$ cat config.mk
export PLATFORM = sky130hd
export DESIGN_NAME = instr_fetch_unit_flat
export DESIGN_NICKNAME = d
export VERILOG_FILES = /design/src/rtl/instr_fetch_unit_if.sv /design/src/rtl/instr_fetch_unit.sv /design/src/flat_wrapper.sv
export SDC_FILE = /design/constraint.sdc
export NUM_CORES = 1
export LEC_CHECK = 0
export CORE_ASPECT_RATIO = 1.75
export CORE_MARGIN = 5
export CORE_UTILIZATION = 40
export DETAILED_ROUTE_END_ITERATION = 10
export GPL_TIMING_DRIVEN = 1
export PLACE_DENSITY = 0.76
export SLEW_MARGIN = 20
export SYNTH_ARGS = -nofsm -noshare
export SYNTH_HDL_FRONTEND = slang
export SYNTH_SLANG_ARGS = --single-unit
$ cat constraint.sdc
create_clock -name clk -period 1.7 [get_ports clk]
set_input_delay 0.34 -clock clk [delete_from_list [all_inputs] [get_ports clk]]
set_output_delay 0.34 -clock clk [all_outputs]
set_load 0.005 [all_outputs]
$ cat src/rtl/instr_fetch_unit_if.sv
// Fetch-unit bus bundle: control-side request/load, RAM port and
// fetched-instruction outputs, grouped for the instr_fetch_unit.
interface instr_fetch_unit_if;
    logic        fetch_req;
    logic        pc_load;
    logic [15:0] pc_load_val;
    logic [15:0] ram_rdata;
    logic [15:0] ram_addr;
    logic        ram_rd;
    logic [15:0] instr;
    logic        instr_valid;
    logic [15:0] pc;
    logic        busy;

    modport master (
        output fetch_req, pc_load, pc_load_val, ram_rdata,
        input  ram_addr, ram_rd, instr, instr_valid, pc, busy
    );

    modport slave (
        input  fetch_req, pc_load, pc_load_val, ram_rdata,
        output ram_addr, ram_rd, instr, instr_valid, pc, busy
    );
endinterface

$ cat src/rtl/instr_fetch_unit.sv
// Instruction fetch unit: IDLE/READ/CAPTURE FSM over a synchronous RAM.
// Optional macro IFU_PREFETCH_EN adds a one-word prefetch buffer.
module instr_fetch_unit (
    input  logic              clk,
    input  logic              rst,
    instr_fetch_unit_if.slave bus
);
    typedef enum logic [1:0] {IDLE, READ, CAPTURE} state_t;

    state_t      state_q, state_d;
    logic [15:0] pc_q, pc_d;
    logic [15:0] instr_q, instr_d;
    logic [15:0] addr_q;
    logic        vld_q, vld_d;
`ifdef IFU_PREFETCH_EN
    logic [15:0] buf_q, buf_d;
    logic        bvld_q, bvld_d;
    logic        pf_q, pf_d;
    logic        pend_q, pend_d;
`endif

    // State and datapath registers, all cleared asynchronously.
    always_ff @(posedge clk or posedge rst) begin
        if (rst) begin
            state_q <= IDLE;
            pc_q    <= '0;
            instr_q <= '0;
            addr_q  <= '0;
            vld_q   <= 1'b0;
`ifdef IFU_PREFETCH_EN
            buf_q   <= '0;
            bvld_q  <= 1'b0;
            pf_q    <= 1'b0;
            pend_q  <= 1'b0;
`endif
        end else begin
            state_q <= state_d;
            pc_q    <= pc_d;
            instr_q <= instr_d;
            vld_q   <= vld_d;
            if (state_q == READ) addr_q <= pc_q;
`ifdef IFU_PREFETCH_EN
            buf_q   <= buf_d;
            bvld_q  <= bvld_d;
            pf_q    <= pf_d;
            pend_q  <= pend_d;
`endif
        end
    end

`ifdef IFU_PREFETCH_EN
    // Next state with prefetch: serve from buffer, then refill it.
    always_comb begin
        state_d = state_q;
        pc_d    = pc_q;
        instr_d = instr_q;
        vld_d   = 1'b0;
        buf_d   = buf_q;
        bvld_d  = bvld_q;
        pf_d    = pf_q;
        pend_d  = pend_q;
        unique case (state_q)
            IDLE: begin
                if (bus.pc_load) begin
                    pc_d   = bus.pc_load_val;
                    bvld_d = 1'b0;
                    pend_d = 1'b0;
                    if (bus.fetch_req) begin
                        state_d = READ;
                        pf_d    = 1'b0;
                    end
                end else if (bus.fetch_req || pend_q) begin
                    pend_d  = 1'b0;
                    state_d = READ;
                    if (bvld_q) begin
                        instr_d = buf_q;
                        pc_d    = pc_q + 16'd1;
                        vld_d   = 1'b1;
                        bvld_d  = 1'b0;
                        pf_d    = 1'b1;
                    end else begin
                        pf_d    = 1'b0;
                    end
                end
            end
            READ: begin
                if (bus.pc_load) begin
                    pc_d    = bus.pc_load_val;
                    state_d = IDLE;
                    bvld_d  = 1'b0;
                    pend_d  = 1'b0;
                end else begin
                    state_d = CAPTURE;
                    if (pf_q && bus.fetch_req) pend_d = 1'b1;
                end
            end
            CAPTURE: begin
                if (bus.pc_load) begin
                    pc_d    = bus.pc_load_val;
                    state_d = IDLE;
                    bvld_d  = 1'b0;
                    pend_d  = 1'b0;
                end else if (pf_q) begin
                    buf_d   = bus.ram_rdata;
                    bvld_d  = 1'b1;
                    state_d = IDLE;
                    if (bus.fetch_req) pend_d = 1'b1;
                end else begin
                    instr_d = bus.ram_rdata;
                    pc_d    = pc_q + 16'd1;
                    vld_d   = 1'b1;
                    state_d = READ;
                    pf_d    = 1'b1;
                end
            end
            default: state_d = IDLE;
        endcase
    end
`else
    // Next state: one RAM read per request, pc_load aborts a fetch.
    always_comb begin
        state_d = state_q;
        pc_d    = pc_q;
        instr_d = instr_q;
        vld_d   = 1'b0;
        unique case (state_q)
            IDLE: begin
                if (bus.pc_load)   pc_d    = bus.pc_load_val;
                if (bus.fetch_req) state_d = READ;
            end
            READ: begin
                if (bus.pc_load) begin
                    pc_d    = bus.pc_load_val;
                    state_d = IDLE;
                end else begin
                    state_d = CAPTURE;
                end
            end
            CAPTURE: begin
                state_d = IDLE;
                if (bus.pc_load) begin
                    pc_d    = bus.pc_load_val;
                end else begin
                    instr_d = bus.ram_rdata;
                    pc_d    = pc_q + 16'd1;
                    vld_d   = 1'b1;
                end
            end
            default: state_d = IDLE;
        endcase
    end
`endif

    // Outputs: RAM strobe/address decoded from state, rest registered.
    always_comb begin
        bus.ram_rd      = (state_q == READ);
        bus.ram_addr    = (state_q == READ) ? pc_q : addr_q;
        bus.busy        = (state_q != IDLE);
        bus.instr       = instr_q;
        bus.instr_valid = vld_q;
        bus.pc          = pc_q;
    end
endmodule

$ cat src/flat_wrapper.sv
// flat-port wrapper written by rule: the top's interface ports become plain ports
module instr_fetch_unit_flat 
  (clk, rst, bus_fetch_req, bus_pc_load, bus_pc_load_val, bus_ram_rdata, bus_ram_addr, bus_ram_rd, bus_instr, bus_instr_valid, bus_pc, bus_busy);
  instr_fetch_unit_if bus_i ();
  input  logic clk;
  input  logic rst;
  input wire logic [$bits(bus_i.fetch_req)-1:0] bus_fetch_req;
  input wire logic [$bits(bus_i.pc_load)-1:0] bus_pc_load;
  input wire logic [$bits(bus_i.pc_load_val)-1:0] bus_pc_load_val;
  input wire logic [$bits(bus_i.ram_rdata)-1:0] bus_ram_rdata;
  output wire logic [$bits(bus_i.ram_addr)-1:0] bus_ram_addr;
  output wire logic [$bits(bus_i.ram_rd)-1:0] bus_ram_rd;
  output wire logic [$bits(bus_i.instr)-1:0] bus_instr;
  output wire logic [$bits(bus_i.instr_valid)-1:0] bus_instr_valid;
  output wire logic [$bits(bus_i.pc)-1:0] bus_pc;
  output wire logic [$bits(bus_i.busy)-1:0] bus_busy;
  assign bus_i.fetch_req = bus_fetch_req;
  assign bus_i.pc_load = bus_pc_load;
  assign bus_i.pc_load_val = bus_pc_load_val;
  assign bus_i.ram_rdata = bus_ram_rdata;
  assign bus_ram_addr = bus_i.ram_addr;
  assign bus_ram_rd = bus_i.ram_rd;
  assign bus_instr = bus_i.instr;
  assign bus_instr_valid = bus_i.instr_valid;
  assign bus_pc = bus_i.pc;
  assign bus_busy = bus_i.busy;
  instr_fetch_unit u_core (.clk(clk), .rst(rst), .bus(bus_i));
endmodule
==> impl_metrics.yaml, run 1 <==
pwr:
  p_leak_nw: 1.93
  pwr_density_cell_nw_per_um2: 1000
  ir_drop_mv: 0.753
clocking:
  cts_tree: "built"
  cts-root-buf: "clkbuf_8"
  cts.sinks: 51
  htreeDepth: 2
  clock_path_buffers: 2
  path_clk_slew_ns: 0.10
  ctsHoldBuffers: 0
  cts_buffers: 5
  insertion_delay_ns: 0.32
global_routing:
  grt_max_degree: 52
  gr-total-overflow: 0
  grt_pass1_wl_um: 12400
  grt_usage_pct: 21.1
  grt_pass1_vias: 2590
  antenna_found_initial: 0
place:
  pre_cts_slack_ns: -0.155
  placed_area_sq_um: 3600
  dp_hpwl_um: 5350
  io_buffers: 86
  place.gp.congestion: 0.845
yosys:
  yosysTopAreaCell: "dfrtp_1"
  yosysMostFrequentCell: "nand2_1"
  synth_nets: 297
  synth_top_cell_area_share_pct: 52.7
  synth_edf_count: 0
  synth_seq_cells: 51
  synth.avg_cell_area_sq_um: 9.32
  synth_flop_cell: "dfrtp_1"
  synthArstFlopShare_pct: 100
  synth_area_leaders: "dfrtp_1 53%, nand2_1 10%, mux2_2 4.6%"
  synthTopCellsByCount: "67 x nand2_1, 51 x dfrtp_1, 15 x o21ai_0, 12 x nor2_1, 11 x clkbuf_1"
  ys_seq_area_share_pct: 52.7
  syn-cell-area_sq_um: 2420
  yosys_warnings: 0
  ys_types: 41
  syn_inst: 260
sta:
  skew_ns: 0.0140
  slew_violations: 0
  clock.fmax_mhz: 527
  period_share_pct: 112
  worst_slew_pin_slew_ns: 0.282
  hold_viol_final: 0
  report.final.setup_viol: 16
  max_slew_margin_pct: 81.2
  fin_ws_ns: -0.198
  period_minus_slack_ns: 1.90
  grt_setup_unrepaired: "true"
worst_setup_path:
  start_kind: "register"
  path_max_fanout: 5
  arrival_ns: 1.56
  crit_required_ns: 1.36
  criticalPathCategory: "register to output pin"
  end_kind: "output pin"
layout:
  drive_gt1_share_pct: 33.2
  final_nets: 433
  diodes: 0
  nFillCells: 462
  multi_input_area_sq_um: 1200
  seq_area_sq_um: 1280
  final_cell_area_sq_um: 4070
  syn_to_final_growth_pct: 68.1
detailed_routing:
  drt-pass1-iter-count: 4
  wl_per_cell_um: 16.5
  drt-initial-drc-count: 191
  routed-via-count: 2472
  ant_nets: 0
  via_per_inst: 5.20
  drc: 0
  wirelength_um: 7840
floorplan:
  io_pins: 87
  die_area_sq_um: 7770
  start_util_pct: 41.2
  std_cell_rows: 37
  fp.dieH_um: 113
  fp.dieW_um: 68.8
  coreArea_sq_um: 5880
worst_hold_path:
  hold_class: "primary input to asynchronous set/reset pin"
run_status:
  violations: "negative setup slack"
  status: "complete, but fails checks"
run:
  max-cap-violations: 0
-- metal layers --
metal / global-route usage [%] / vias up / share of wire, %
li1: - / 1168 / -
met4: 8.59 / 0 / 2.0
met2: 37.7 / 88 / 55
met5: 0 / - / 0
met1: 23.0 / 1201 / 36
met3: 4.67 / 15 / 6.1
-- final timing paths --
kind,from,endpoint,slack [ns],cells after the start
worst max-delay path,u_core.state_q[1],bus_ram_addr[9],-0.20,5
worst min-delay path,rst,u_core.addr_q[14],0.36,3
worst max register to register,u_core.bus.pc[0],u_core.bus.pc[12],-0.08,5
worst min register to register,u_core.bus.instr[14],u_core.bus.instr[14],0.48,2
max in group asynchronous,rst,u_core.bus.pc[2],1.06,3
min in group clk,u_core.bus.instr[14],u_core.bus.instr[14],0.48,2
-- cell usage in the layout, fill, tap and decap left out, drive strengths merged, types with 2 or more instances in the layout --
cell type      count
buf               75
nand2             67
clkdlybuf4s50     61
dfrtp             51
o21ai             15
nor2              12
mux2              11
inv               10
a21oi              9
nor3               9
clkbuf             8
dlymetal6s2s       6
nand4              5
nand2b             5
nor4               5
a32oi              4
a31oi              4
a211oi             4
o22ai              4
mux2i              3
xnor2              3
nand3              3
a31o               2
or2                2
and3               2
nor3b              2
-- flip-flops by register name, summed over array words and instances (netlist names) --
| name | cells |
|---|---|
| u_core.addr_q | 16 |
| u_core.bus.instr | 16 |
| u_core.bus.instr_valid | 1 |
| u_core.bus.pc | 16 |
| u_core.state_q | 2 |
-- what timing repair did --
item | 4_1_cts | 5_1_grt
setup buffers | 18 | 6
pin swaps | 1 | 13
setup endpoints to repair | 26 | 35
cloned | 1 | 0
resized for setup | 111 | 40
-- critical path, cell delays in order (launching register included) --
cell and delay, ns:
dfrtp_1 0.40, nand2b_4 0.17, buf_6 0.14, buf_6 0.12
mux2_4 0.30, buf_6 0.12
-- power by group --
| group | switching [mW] | internal [mW] |
|---|---|---|
| Combinational | 0.658 | 0.980 |
| Sequential | 0.166 | 1.50 |
| Clock | 0.420 | 0.371 |
-- cell type report --
class | instances | area share, %
Inverter | 10 | 0.922
Multi-Input combinational cell | 183 | 29.4
Sequential cell | 51 | 31.4
Timing Repair Buffer | 145 | 33.3
Clock inverter | 1 | 0.184
Tap cell | 78 | 2.40
Clock buffer | 7 | 2.37
-- stage by stage --
step           hold WS, ns  setup TNS (ns)  power, mW  util (%)  cells
2_1_floorplan        0.445         -0.0256       2.16         -    260
3_3_place_gp         0.457           -2.46       3.06      61.2    443
3_5_place_dp         0.462           -2.89       3.11      61.2    443
4_1_cts              0.375           -2.05       4.02      66.3    470
5_1_grt              0.375           -2.84       4.34      69.3    475
6_report             0.361           -2.17       4.09      69.3    475
-- logic make-up (layout without fill, tap and decap cells) --
| group | Yosys count | count (layout) | share of synthesized area [%] |
|---|---|---|---|
| compound gates | 48 | 48 | 12.6 |
| xor+xnor | 3 | 3 | 1.08 |
| fa+ha+maj | 1 | 1 | 0.516 |
| buf+inv | 26 | 163 | 4.13 |
| flops | 51 | 51 | 52.7 |
| mux | 14 | 14 | 6.51 |
| simple gates | 117 | 117 | 22.5 |
(Power assumes the default switching activity.)
==> run 2, diff against run 1 <==
CORE_MARGIN = unset   (was 5)
GPL_TIMING_DRIVEN = unset   (was 1)
==> run 2 against run 1 <==
  * Non-clock buffer count did not move
  * Worst setup slack improved by 0.0031 ns
  * Largest power group unchanged
  * Fmax increased by 0.16%
  * Global-route usage increased by 4.0 points
  * Die area is 18% lower
  * Sequential share of layout area is 0.067 points lower
  * Utilization is 0.15 points higher
  * Hold slack got worse by 0.094 ns
  * Sequential power about the same
  * Clock skew shrank 0.0037 ns
  * The run still ends with negative setup slack left
  * Clock power grew 14%
  * Largest cell class unchanged
  * Sequential cell count unchanged
==> impl_metrics.yaml, run 2 (synthesized netlist as in run 1, its figures left out) <==
run_status:
  status: "complete, but fails checks"
  violations: "negative setup slack"
sta:
  skew_ns: 0.0103
  period_share_pct: 111
  clock.fmax_mhz: 528
  fin_ws_ns: -0.195
  max_slew_margin_pct: 78.2
  slew_violations: 0
  hold_viol_final: 0
  period_minus_slack_ns: 1.89
  grt_setup_unrepaired: "true"
  worst_slew_pin_slew_ns: 0.325
  report.final.setup_viol: 18
layout:
  layout_common_cells: "64 x nand2_1, 63 x clkdlybuf4s50_1, 48 x dfrtp_1"
  utilization_pct: 69.4
  seq_area_sq_um: 1280
  diodes: 0
  multi_input_area_sq_um: 1210
  layout_commonest_cell: "nand2_1"
  nFillCells: 458
  syn_to_final_growth_pct: 68.5
  final_nets: 433
  final_cell_area_sq_um: 4080
  drive_gt1_share_pct: 33.2
global_routing:
  gr-total-overflow: 0
  antenna_found_initial: 0
  grt_pass1_vias: 2418
  grt_usage_pct: 25.1
  grt_max_degree: 28
  grt_pass1_wl_um: 11700
clocking:
  cts.sinks: 51
  clock_path_buffers: 2
  cts_tree: "built"
  cts-root-buf: "clkbuf_8"
  path_clk_slew_ns: 0.10
  cts_buffers: 5
  htreeDepth: 2
  insertion_delay_ns: 0.32
  ctsHoldBuffers: 0
pwr:
  ir_drop_mv: 0.737
  finalPower_mw: 4.21
  p_leak_nw: 1.95
  pwr_density_cell_nw_per_um2: 1030
worst_hold_path:
  hold_class: "primary input to asynchronous set/reset pin"
place:
  placed_area_sq_um: 3600
  dp_hpwl_um: 5120
  place.gp.congestion: 0.858
  io_buffers: 86
detailed_routing:
  via_per_inst: 5.25
  wl_per_cell_um: 16.8
  drc: 0
  drt-initial-drc-count: 125
  drt-pass1-iter-count: 4
  wirelength_um: 8000
  routed-via-count: 2492
  ant_nets: 0
worst_setup_path:
  cp_slowest_cell: "dfrtp_1"
  arrival_ns: 1.55
  crit_chain: "nand2b_4, buf_6, buf_6, mux2_4, buf_6"
  criticalPathCategory: "register to output pin"
  crit_top_cell: "buf_6"
  r2r_start: "u_core.bus.pc[0]"
  reg2reg_to: "u_core.bus.pc[12]"
  path_max_fanout: 5
  reg2reg_slack_ns: -0.07
  rr_worst_depth: 5
  end_kind: "output pin"
  start_kind: "register"
  worst_path_largest_cell_delay_ns: 0.39
  crit_required_ns: 1.36
floorplan:
  io_pins: 87
  fp.dieW_um: 60.8
  start_util_pct: 41.2
  fp.dieH_um: 105
  std_cell_rows: 37
  die_area_sq_um: 6380
  coreArea_sq_um: 5880
run:
  max-cap-violations: 0
## run 2: report_power, final
group / switching [mW] / internal [mW]
sequential: 0.164 / 1.50
combinational: 0.664 / 0.984
clock: 0.423 / 0.477
total: 1.25 / 2.96
## run 2: worst max-delay path by stage
stage / start / endpoint / slack [ns]
after detailed placement: bus_pc_load / u_core.bus.pc[13] / -0.17
after global placement: u_core.state_q[1] / bus_ram_addr[14] / -0.11
final: u_core.state_q[1] / bus_ram_addr[13] / -0.19
after global routing: u_core.state_q[1] / bus_ram_addr[5] / -0.24
after floorplan: u_core.bus.pc[0] / u_core.bus.pc[12] / -0.03
after CTS: u_core.state_q[1] / bus_ram_addr[13] / -0.22
## run 2: per-stage QoR
step | TNS [ns] | instances | hold WS [ns] | setup WS [ns]
6_report | -1.75 | 475 | 0.267 | -0.195
5_1_grt | -2.76 | 475 | 0.288 | -0.241
4_1_cts | -2.04 | 467 | 0.271 | -0.220
3_5_place_dp | -3.52 | 444 | 0.462 | -0.166
3_3_place_gp | -2.83 | 444 | 0.457 | -0.111
2_1_floorplan | -0.0256 | 260 | 0.445 | -0.0256
## run 2: critical path, delay by kind of cell, from the launching register on
kind                   cells  cell delay [ns]
muxes                      1             0.30
buffers and inverters      3             0.37
and+or+nand+nor            1             0.17
DFF                        1             0.39
## run 2: timing repair
action                                 4_1_cts  5_1_grt
pin swaps                                    1       12
resized for setup                          109       38
endpoints found under the hold margin        0        0
setup endpoints to repair                   24       48
setup buffers                               13       10
gates cloned                                 2        0
## run 2: layout make-up
| type | count | area share (%) |
|---|---|---|
| timing repair buffer | 145 | 32.7 |
| sequential | 51 | 31.4 |
| multi-input combinational | 183 | 29.8 |
| tap | 78 | 2.39 |
| clock buffer | 6 | 2.02 |
| inverter | 10 | 0.920 |
| clock inverter | 2 | 0.858 |
## run 2: routing by layer
| layer | global-route usage [%] | wire length, um | up-vias |
|---|---|---|---|
| met1 | 27.6 | 3020 | 1210 |
| met4 | 12.3 | 248 | 0 |
| met2 | 43.0 | 4380 | 89 |
| met5 | 0 | 0 | - |
| li1 | - | - | 1168 |
| met3 | 5.94 | 347 | 25 |
